## src/rtl/radar_scan_sequencer.sv

```systemverilog
// Servo sweep sequencer: step, settle, trigger one telemeter measurement, then
// emit an (angle, distance) sample on a valid/ready stream, bouncing between limits.
module radar_scan_sequencer #(
    parameter int POS_W          = 8,
    parameter int DIST_W         = 10,
    parameter int POS_MIN        = 0,
    parameter int POS_MAX        = 180,
    parameter int POS_STEP       = 10,
    parameter int SETTLE_CYCLES  = 5000000,
    parameter int TIMEOUT_CYCLES = 1500000
) (
    input  logic              clk,
    input  logic              reset,
    input  logic              enable,
    output logic [POS_W-1:0]  servo_pos,
    output logic              meas_start,
    input  logic              meas_done,
    input  logic [DIST_W-1:0] meas_dist,
    output logic              sample_valid,
    input  logic              sample_ready,
    output logic [POS_W-1:0]  sample_angle,
    output logic [DIST_W-1:0] sample_dist,
    output logic              sample_timeout,
    output logic              busy,
    output logic              sweep_dir
);

    localparam int CNT_MAX = (SETTLE_CYCLES > TIMEOUT_CYCLES) ? SETTLE_CYCLES : TIMEOUT_CYCLES;
    localparam int CNT_W   = (CNT_MAX > 1) ? $clog2(CNT_MAX) : 1;
    localparam int PW1     = POS_W + 1;
    localparam int PWS     = POS_W + 2;

    localparam logic [CNT_W-1:0]        SETTLE_LOAD  = CNT_W'(SETTLE_CYCLES - 1);
    localparam logic [CNT_W-1:0]        TIMEOUT_LOAD = CNT_W'(TIMEOUT_CYCLES - 1);
    localparam logic [CNT_W-1:0]        CNT_ZERO     = {CNT_W{1'b0}};
    localparam logic [CNT_W-1:0]        CNT_ONE      = CNT_W'(1);
    localparam logic [POS_W-1:0]        POS_RESET    = POS_W'(POS_MIN);
    localparam logic [POS_W:0]          STEP_X       = PW1'(POS_STEP);
    localparam logic [POS_W:0]          MAX_X        = PW1'(POS_MAX);
    localparam logic signed [POS_W+1:0] STEP_S       = PWS'(POS_STEP);
    localparam logic signed [POS_W+1:0] MIN_S        = PWS'(POS_MIN);

    typedef enum logic [2:0] {
        IDLE   = 3'd0,
        SETTLE = 3'd1,
        TRIG   = 3'd2,
        WAIT   = 3'd3,
        EMIT   = 3'd4
    } state_t;

    // Returns {new_dir, new_pos}. Sums are widened so a limit overshoot is
    // detected instead of wrapping; the lower bound uses a signed compare.
    function automatic logic [POS_W:0] step_next(input logic [POS_W-1:0] pos,
                                                 input logic             dir);
        logic [POS_W:0]          up;
        logic signed [POS_W+1:0] dn;
        up = {1'b0, pos} + STEP_X;
        dn = $signed({2'b00, pos}) - STEP_S;
        if (!dir) begin
            if (up <= MAX_X) begin
                step_next = {1'b0, up[POS_W-1:0]};
            end else begin
                step_next = {1'b1, dn[POS_W-1:0]};
            end
        end else begin
            if (dn >= MIN_S) begin
                step_next = {1'b1, dn[POS_W-1:0]};
            end else begin
                step_next = {1'b0, up[POS_W-1:0]};
            end
        end
    endfunction

    state_t              state_r, state_s;
    logic [CNT_W-1:0]    cnt_r, cnt_s;
    logic [POS_W-1:0]    pos_r, pos_s;
    logic                dir_r, dir_s;
    logic                start_r, start_s;
    logic                valid_r, valid_s;
    logic [POS_W-1:0]    angle_r, angle_s;
    logic [DIST_W-1:0]   dist_r, dist_s;
    logic                timeout_r, timeout_s;
    logic                busy_r, busy_s;
    logic [POS_W:0]      step_s;

    // Next-state and next-output logic for the sweep FSM.
    always_comb begin
        state_s   = state_r;
        cnt_s     = cnt_r;
        pos_s     = pos_r;
        dir_s     = dir_r;
        start_s   = 1'b0;
        valid_s   = valid_r;
        angle_s   = angle_r;
        dist_s    = dist_r;
        timeout_s = timeout_r;
        step_s    = step_next(pos_r, dir_r);

        case (state_r)
            IDLE: begin
                if (enable) begin
                    state_s = SETTLE;
                    cnt_s   = SETTLE_LOAD;
                end else begin
                    state_s = IDLE;
                end
            end
            SETTLE: begin
                // meas_start is registered, so it is raised on entry to TRIG
                if (cnt_r == CNT_ZERO) begin
                    state_s = TRIG;
                    start_s = 1'b1;
                end else begin
                    cnt_s = cnt_r - CNT_ONE;
                end
            end
            TRIG: begin
                state_s = WAIT;
                cnt_s   = TIMEOUT_LOAD;
            end
            WAIT: begin
                if (meas_done) begin
                    state_s   = EMIT;
                    valid_s   = 1'b1;
                    angle_s   = pos_r;
                    dist_s    = meas_dist;
                    timeout_s = 1'b0;
                end else if (cnt_r == CNT_ZERO) begin
                    state_s   = EMIT;
                    valid_s   = 1'b1;
                    angle_s   = pos_r;
                    dist_s    = {DIST_W{1'b1}};
                    timeout_s = 1'b1;
                end else begin
                    cnt_s = cnt_r - CNT_ONE;
                end
            end
            EMIT: begin
                // Servo only moves once the consumer has taken the sample
                if (sample_ready) begin
                    valid_s = 1'b0;
                    pos_s   = step_s[POS_W-1:0];
                    dir_s   = step_s[POS_W];
                    if (enable) begin
                        state_s = SETTLE;
                        cnt_s   = SETTLE_LOAD;
                    end else begin
                        state_s = IDLE;
                    end
                end else begin
                    state_s = EMIT;
                end
            end
            default: begin
                state_s = IDLE;
                valid_s = 1'b0;
            end
        endcase

        busy_s = (state_s != IDLE);
    end

    // State and registered-output update with asynchronous reset.
    always_ff @(posedge clk or posedge reset) begin
        if (reset) begin
            state_r   <= IDLE;
            cnt_r     <= CNT_ZERO;
            pos_r     <= POS_RESET;
            dir_r     <= 1'b0;
            start_r   <= 1'b0;
            valid_r   <= 1'b0;
            angle_r   <= {POS_W{1'b0}};
            dist_r    <= {DIST_W{1'b0}};
            timeout_r <= 1'b0;
            busy_r    <= 1'b0;
        end else begin
            state_r   <= state_s;
            cnt_r     <= cnt_s;
            pos_r     <= pos_s;
            dir_r     <= dir_s;
            start_r   <= start_s;
            valid_r   <= valid_s;
            angle_r   <= angle_s;
            dist_r    <= dist_s;
            timeout_r <= timeout_s;
            busy_r    <= busy_s;
        end
    end

    assign servo_pos      = pos_r;
    assign sweep_dir      = dir_r;
    assign meas_start     = start_r;
    assign sample_valid   = valid_r;
    assign sample_angle   = angle_r;
    assign sample_dist    = dist_r;
    assign sample_timeout = timeout_r;
    assign busy           = busy_r;

endmodule

```

## config.mk

```make
export PLATFORM = sky130hd
export DESIGN_NAME = radar_scan_sequencer
export DESIGN_NICKNAME = d
export VERILOG_FILES = /design/src/rtl/radar_scan_sequencer.sv
export SDC_FILE = /design/constraint.sdc
export NUM_CORES = 1
export LEC_CHECK = 0
export CORE_ASPECT_RATIO = 0.5
export CORE_MARGIN = 4
export CORE_UTILIZATION = 50
export CTS_BUF_LIST = sky130_fd_sc_hd__clkbuf_2
export CTS_CLUSTER_SIZE = 24
export DETAILED_ROUTE_END_ITERATION = 8
export PLACE_DENSITY = 0.87
export SETUP_SLACK_MARGIN = 0.2
export SLEW_MARGIN = 10
export SYNTH_ARGS = -nofsm -noshare
export SYNTH_HDL_FRONTEND = slang
export SYNTH_SLANG_ARGS = --single-unit
```

## constraint.sdc

```tcl
create_clock -name clk -period 3.4 [get_ports clk]
set_input_delay 0.34 -clock clk [delete_from_list [all_inputs] [get_ports clk]]
set_output_delay 0.34 -clock clk [all_outputs]
set_load 0.01 [all_outputs]
```

==> impl_results.md, run 1 <==
* Seq pwr share at 58.9%
* Global-route wire length before repair at 10,900 um
* MaxCap Viol Count at 0
* Post-synth ARST share at 100%
* GRT met1 Usage at 23.7%
* Starting DRT DRC Count at 188
* IO Pins at 46
* IR drop worst, VDD at 0.000196 V
* TritonCTS clock tree: done
* Total wire length at 6300 um
* CTS buffer count at 5
* Gr usage total at 18.2%
* Die H at 62.4 um
* Commonest register cell after synthesis: dfrtp_1
* Drt pass-1 iters at 5
* Met2 usage at 31.4%
* Yosys reg bits at 55
* Synth cell types at 63
* Nets at 349
* P_sw at 0.518 mW
* Reg2Reg Capture Point: busy
* Area growth, synth to finish at 16.1%
* Total core area at 0.00561 mm2
* Tightest Pin Transition at 0.910 ns
* Grt ovf at 0
* Hold_buf cts at 0
* Placed cell areas at 0.00340 mm2
* Status: completed
* # DRC at 0
* R2R depth at 5
* Layout cell share with drive strength beyond 1 at 6.99%
* GP Congestion at 0.922
* TritonCTS sink count at 55
* Net Sw Frac at 33.5%
* Setup-failing EPs final at 0
* CP arrival at 3.02 ns
* Finished Cell Area at 0.00344 mm2
* Setup Buffers After CTS at 0
* Worst r2r src: cnt_r[16]
* WHS at 0.340 ns
* Ys Warns at 0
* CP Max Fanout at 13
* Number of synthesized flops with an enable pin at 0
* Unrepaired setup endpoints after global routing: no
* Post-CTS sizing at 0
* Pwr Density at 450 mW/mm2
* Vias in the first global route at 2,374
* Largest net degree at the start of global routing at 56
* Post-Syn Instances at 294
* Dpl ws at 0.758 ns
* Fin. Hold Viols at 0
* Area of the die at 0.00729 mm2
* Sequential-to-total area share from yosys stat at 46.5%
* Clock skew at 0.0273 ns
* Leak pwr at 1.47 nW
* Via density at 5.98
* Post-DP HPWL at 4490 um
* Clock-pin slew on the worst setup and hold paths at 0.27 ns
* Antenna Violating Nets Remaining at 0
* Final critical-path required period at 2.66 ns
* GR Layer Usage met3 at 3.09%
* Die Wd at 117 um
* Crit path launch type: flop
* Clk pwr share at 15.9%
* Netlist Area Pre-Place at 0.00296 mm2
* Routed WL per cell at 15.7 um
* Setup_tns at 0 ns
* Avg Cell Area, Syn at 10.1 um2
* Initial core utilization at 52.8%
* Clock Tree Buf Depth at 2
* Setup WS post-layout at 0.742 ns
* HP Class: in -> async
* Diodes inserted at 0
* Filler Cell Count at 443
* I/O Buffers at 43
* Clock root buffer: clkbuf_2
* Fmax at 0.376 GHz
* Int Power at 1.03 mW
* Fin crit share at 78.2%
* H-tree depth at 2
* DR vias at 2,403
* Slew margin rel. at 39.2%
* Gr busiest metal: met2
* Reg-to-reg slack, setup at 0.74 ns
* Final Max Tran Viols at 0
* Core Rows at 19
* Combinational Power Share at 25.2%
* CP Class: reg -> reg
* Critical path capture point type: flop
* Initial antenna violation count at 0
* Worst Path Required at 3.76 ns
* Clk Latency, worst-skew pair at 0.44 ns
[cell usage after synthesis, drive strengths merged, types with 2 or more instances]
library cell | instances | area share [%]
inv | 9 | 1.1
a31oi | 6 | 1.3
o21a | 3 | 0.76
dfrtp | 55 | 46
nand3 | 10 | 1.9
or4 | 4 | 1.1
nor4 | 8 | 2.8
a21o | 4 | 1.0
mux2 | 7 | 2.7
o22a | 13 | 3.8
a21oi | 11 | 2.4
a211oi | 2 | 0.51
xnor2 | 10 | 3.0
o21ai | 15 | 2.7
mux2i | 4 | 1.4
nor2 | 23 | 3.0
nand4 | 2 | 0.42
o2111ai | 2 | 0.59
nor2b | 7 | 1.5
xor2 | 7 | 2.1
or3 | 6 | 1.3
nor3 | 12 | 2.0
nand2 | 22 | 2.8
buf | 11 | 2.6
ha | 5 | 2.1
nand2b | 5 | 1.1
clkbuf | 7 | 0.89
or2 | 2 | 0.42
[worst max-delay path, stage by stage, from the launching register on]
cell,delay [ns]
dfrtp_1,0.49
or4_4,0.58
nor4_4,0.37
a41o_1,0.54
inv_2,0.19
or3_1,0.42
[cell usage in the layout, fill, tap and decap left out, drive strengths merged, types with 8 or more instances in the layout]
cell type / instances
a21oi: 11
clkdlybuf4s50: 43
dfrtp: 55
inv: 8
nand2: 22
nand3: 10
nor2: 23
nor3: 12
nor4: 8
o21ai: 15
o22a: 13
xnor2: 10
[layer usage]
| layer | wire [um] | vias to the layer above |
|---|---|---|
| li1 | - | 1129 |
| met1 | 2790 | 1188 |
| met2 | 3090 | 79 |
| met3 | 365 | 7 |
| met4 | 56 | 0 |
| met5 | 0 | - |
[how the worst max path moves through the flow]
stage	start	endpoint	slack, ns	cells past startpoint
floorplan	servo_pos[1]	servo_pos[6]	1.01	8
global placement	meas_done	cnt_r[14]	0.82	7
detailed placement	meas_done	cnt_r[14]	0.76	7
CTS	servo_pos[2]	servo_pos[6]	0.77	8
global route	servo_pos[2]	servo_pos[6]	0.51	8
finish	cnt_r[16]	busy	0.74	5
[power groups by stage]
stage                     clock network (mW)  logic [mW]  registers (mW)
after floorplan                            0       0.227           0.905
after global placement                     0       0.373           0.907
after detailed placement                   0       0.390           0.917
after CTS                              0.259       0.394           0.905
after global routing                   0.293       0.438           0.926
final                                  0.246       0.390           0.911
[area by class of cell]
type / instances / area [um2] / area share, %
inverter: 9 / 35.0 / 1.02
tap: 73 / 91.3 / 2.66
sequential: 55 / 1380 / 40.0
timing repair buffer: 45 / 445 / 13.0
clock inverter: 2 / 13.8 / 0.400
clock buffer: 5 / 25.0 / 0.728
multi-input combinational: 213 / 1450 / 42.2
[state kept, by name, indices dropped and copies added, names as in the netlist]
register / count
cnt_r: 23
sample_dist: 10
sample_angle: 7
servo_pos: 7
state_r: 3
busy: 1
meas_start: 1
sample_timeout: 1
sample_valid: 1
sweep_dir: 1
[cells by family (layout without fill, tap and decap cells)]
group,after synthesis,after routing,share of synthesized area [%]
simple gates,110,110,21.0
compound gates,68,68,16.6
flops,55,55,46.5
buf+inv,27,61,4.65
xor+xnor,17,17,5.03
mux,11,11,4.01
fa+ha+maj,5,5,2.11
other cells,1,2,0.127
[stage by stage]
stage / power, mW / instances / util, %
after floorplan: 1.13 / 295 / -
after global placement: 1.28 / 395 / 60.6
after global routing: 1.66 / 402 / 61.3
after CTS: 1.56 / 402 / 61.3
final: 1.55 / 402 / 61.3
after detailed placement: 1.31 / 395 / 60.6
Note: power is estimated with default switching activity, not from simulation.
==> run 2: changes to the inputs <==
--- a/config.mk
+++ b/config.mk
@@ -11,7 +11,7 @@
 export CTS_BUF_LIST = sky130_fd_sc_hd__clkbuf_2
 export CTS_CLUSTER_SIZE = 24
 export DETAILED_ROUTE_END_ITERATION = 8
-export PLACE_DENSITY = 0.87
+export PLACE_DENSITY = 0.9
 export SETUP_SLACK_MARGIN = 0.2
 export SLEW_MARGIN = 10
 export SYNTH_ARGS = -nofsm -noshare
==> constraint.sdc (replaced) <==
create_clock -name clk -period 2.3 [get_ports clk]
set_input_delay 0.23 -clock clk [delete_from_list [all_inputs] [get_ports clk]]
set_output_delay 0.23 -clock clk [all_outputs]
set_load 0.01 [all_outputs]
==> impl_results.md, run 2 (same netlist as run 1, synthesis figures left out) <==
* Net Sw Frac at 35.9% (+2.4 points)
* P_sw at 1.09 mW (+110%)
* Final critical-path required period at 2.41 ns (-0.250 ns)
* Setup_tns at -0.841 ns (-0.841 ns)
* Clk pwr share at 20.9% (+5.0 points)
* Initial antenna violation count at 0 (unchanged)
* Clock root buffer: clkbuf_2
* Unrepaired setup endpoints after global routing: yes
* CP arrival at 2.82 ns (-0.20 ns)
* Die H at 62.4 um (unchanged)
* Clock Tree Buf Depth at 2 (unchanged)
* Largest register FFs at 23 (unchanged)
* Starting DRT DRC Count at 617 (+230%)
* Diodes inserted at 0 (unchanged)
* Global-route wire length before repair at 16,200 um (+48%)
* Initial core utilization at 52.8% (unchanged)
* CP Class: reg -> reg
* Via density at 6.89 (+15%)
* Clk Latency, worst-skew pair at 0.49 ns (+0.05 ns)
* Fmax at 0.415 GHz (+10%)
* Clock-pin slew on the worst setup and hold paths at 0.30 ns (+0.03 ns)
* IR drop worst, VDD at 0.000603 V (+210%)
* Register area at 0.00138 mm2 (+0.55%)
* Antenna Violating Nets Remaining at 0 (unchanged)
* Placed cell areas at 0.00360 mm2 (+6.0%)
* Largest net degree at the start of global routing at 41 (-27%)
* Most frequent cells in the layout: 49 x dfrtp_1, 48 x buf_4, 43 x clkdlybuf4s50_1
* Crit-path max cell delay at 0.57 ns (about the same)
* IO Pins at 46 (unchanged)
* CTS buffer count at 5 (unchanged)
* CP Cell Sequence: or4_4 > nor4_4 > buf_4 > a41o_4 > buf_8 > nor4_2 > a21oi_1 > nand2_1
* Area of the die at 0.00729 mm2 (unchanged)
* Die Wd at 117 um (unchanged)
* Area growth, synth to finish at 50.7%
* Finished Cell Area at 0.00446 mm2 (+30%)
* Leak pwr at 1.83 nW (+25%)
* HP Class: in -> reg
* Area occupied by multi-input gates at 0.00189 mm2 (+30%)
* Drt pass-1 iters at 6 (+1)
* Crit path launch type: flop
* Final core occ at 79.6% (+18 points)
* Fin. Hold Viols at 0 (unchanged)
* Most flops, register: cnt_r
* Int Power at 1.95 mW (+90%)
* Fin crit share at 105% (+27 points)
* Slew margin rel. at 64.0% (+25 points)
* MaxCap Viol Count at 0 (unchanged)
* Commonest non-fill, non-tap cell in the layout: dfrtp_1
* Vias in the first global route at 2,996 (+26%)
* Violated checks: setup timing
* Core Rows at 19 (unchanged)
* Critical path capture point type: flop
* Total core area at 0.00561 mm2 (unchanged)
* Seq pwr share at 45.1% (-14 points)
* Pwr Total at 3.04 mW (+97%)
* H-tree depth at 2 (unchanged)
* Grt ovf at 0 (unchanged)
* Final Max Tran Viols at 0 (unchanged)
* Pwr Density at 682 mW/mm2 (+51%)
* GP Congestion at 0.942 (+2.2%)
* Combinational Power Share at 34.0% (+8.8 points)
* Total wire length at 11,700 um (+86%)
* Routed WL per cell at 25.3 um (+62%)
* I/O Buffers at 43 (unchanged)
* TritonCTS clock tree: done
* TritonCTS sink count at 55 (unchanged)
* Nets at 408 (+17%)
* CP Max Fanout at 7 (-6)
* Slowest stage cell on the critical path: or4_4
* Gr usage total at 28.6% (+10 points)
* Layout cell share with drive strength beyond 1 at 38.6% (+32 points)
* Status: finished, violations left
* Setup WS post-layout at -0.108 ns (-0.850 ns)
* Clock skew at 0.0200 ns (-0.00730 ns)
* Setup-failing EPs final at 23 (+23)
* Filler Cell Count at 256 (-42%)
* DR vias at 3,185 (+33%)
* Tightest Pin Transition at 0.540 ns (-0.370 ns)
* Dpl ws at 0.00188 ns (-0.756 ns)
* # DRC at 0 (unchanged)
* Worst Path Required at 2.71 ns (-1.05 ns)
* Post-DP HPWL at 5450 um (+21%)
==> run 2: worst max-delay path: cells and delay by family (launching register included) <==
| family | cells | cell delay (ns) |
|---|---|---|
| buf+inv | 2 | 0.38 |
| simple gates | 4 | 0.99 |
| compound gates | 2 | 0.50 |
| flops | 1 | 0.46 |
==> run 2: power by group through the flow <==
stage | logic (mW) | registers [mW] | clock network (mW)
after global placement | 0.610 | 1.33 | 0
after detailed placement | 0.629 | 1.34 | 0
after global routing | 1.07 | 1.39 | 0.685
after CTS | 0.781 | 1.31 | 0.612
final | 1.03 | 1.37 | 0.635
after floorplan | 0.344 | 1.34 | 0
==> run 2: path summary, 6_finish.rpt <==
check | to | startpoint | slack [ns] | cells after the start
worst max-delay path | cnt_r[20] | cnt_r[15] | -0.11 | 8
worst min-delay path | sample_dist[7] | meas_dist[7] | 0.28 | 2
worst max register to register | cnt_r[20] | cnt_r[15] | -0.11 | 8
worst min register to register | sample_dist[4] | sample_dist[4] | 0.56 | 1
max in group asynchronous | state_r[0] | reset | 1.14 | 4
min in group asynchronous | cnt_r[9] | reset | 0.59 | 3
==> run 2: area by class of cell <==
| class | instances | share of cell area, % |
|---|---|---|
| Inverter | 9 | 0.869 |
| Clock buffer | 5 | 0.561 |
| Timing Repair Buffer | 104 | 21.6 |
| Clock inverter | 3 | 1.51 |
| Multi-Input combinational cell | 213 | 42.4 |
| Sequential cell | 55 | 31.0 |
| Tap cell | 73 | 2.05 |
==> run 2: through the flow <==
step                hold slack, ns  std cells
floorplan                    0.356        295
global placement             0.464        412
detailed placement           0.482        412
CTS                        0.00200        448
global route                 0.258        462
finish                       0.281        462
==> run 2: what timing repair did <==
item,in CTS,in global routing
gates resized for setup,49,47
setup endpoints to repair,44,52
hold buffers,0,1
setup buffers,27,12
pin swaps,32,28
cloned,1,1
hold endpoints to repair,0,5
==> run 2: layer usage <==
layer / wire [um] / GRT usage, % / vias up / share of wire, %
met3: 1200 / 4.74 / 110 / 10
li1: - / - / 1244 / -
met5: 0 / 0 / - / 0
met4: 823 / 13.2 / 0 / 7.0
met2: 5530 / 49.1 / 303 / 47
met1: 4150 / 34.9 / 1528 / 36
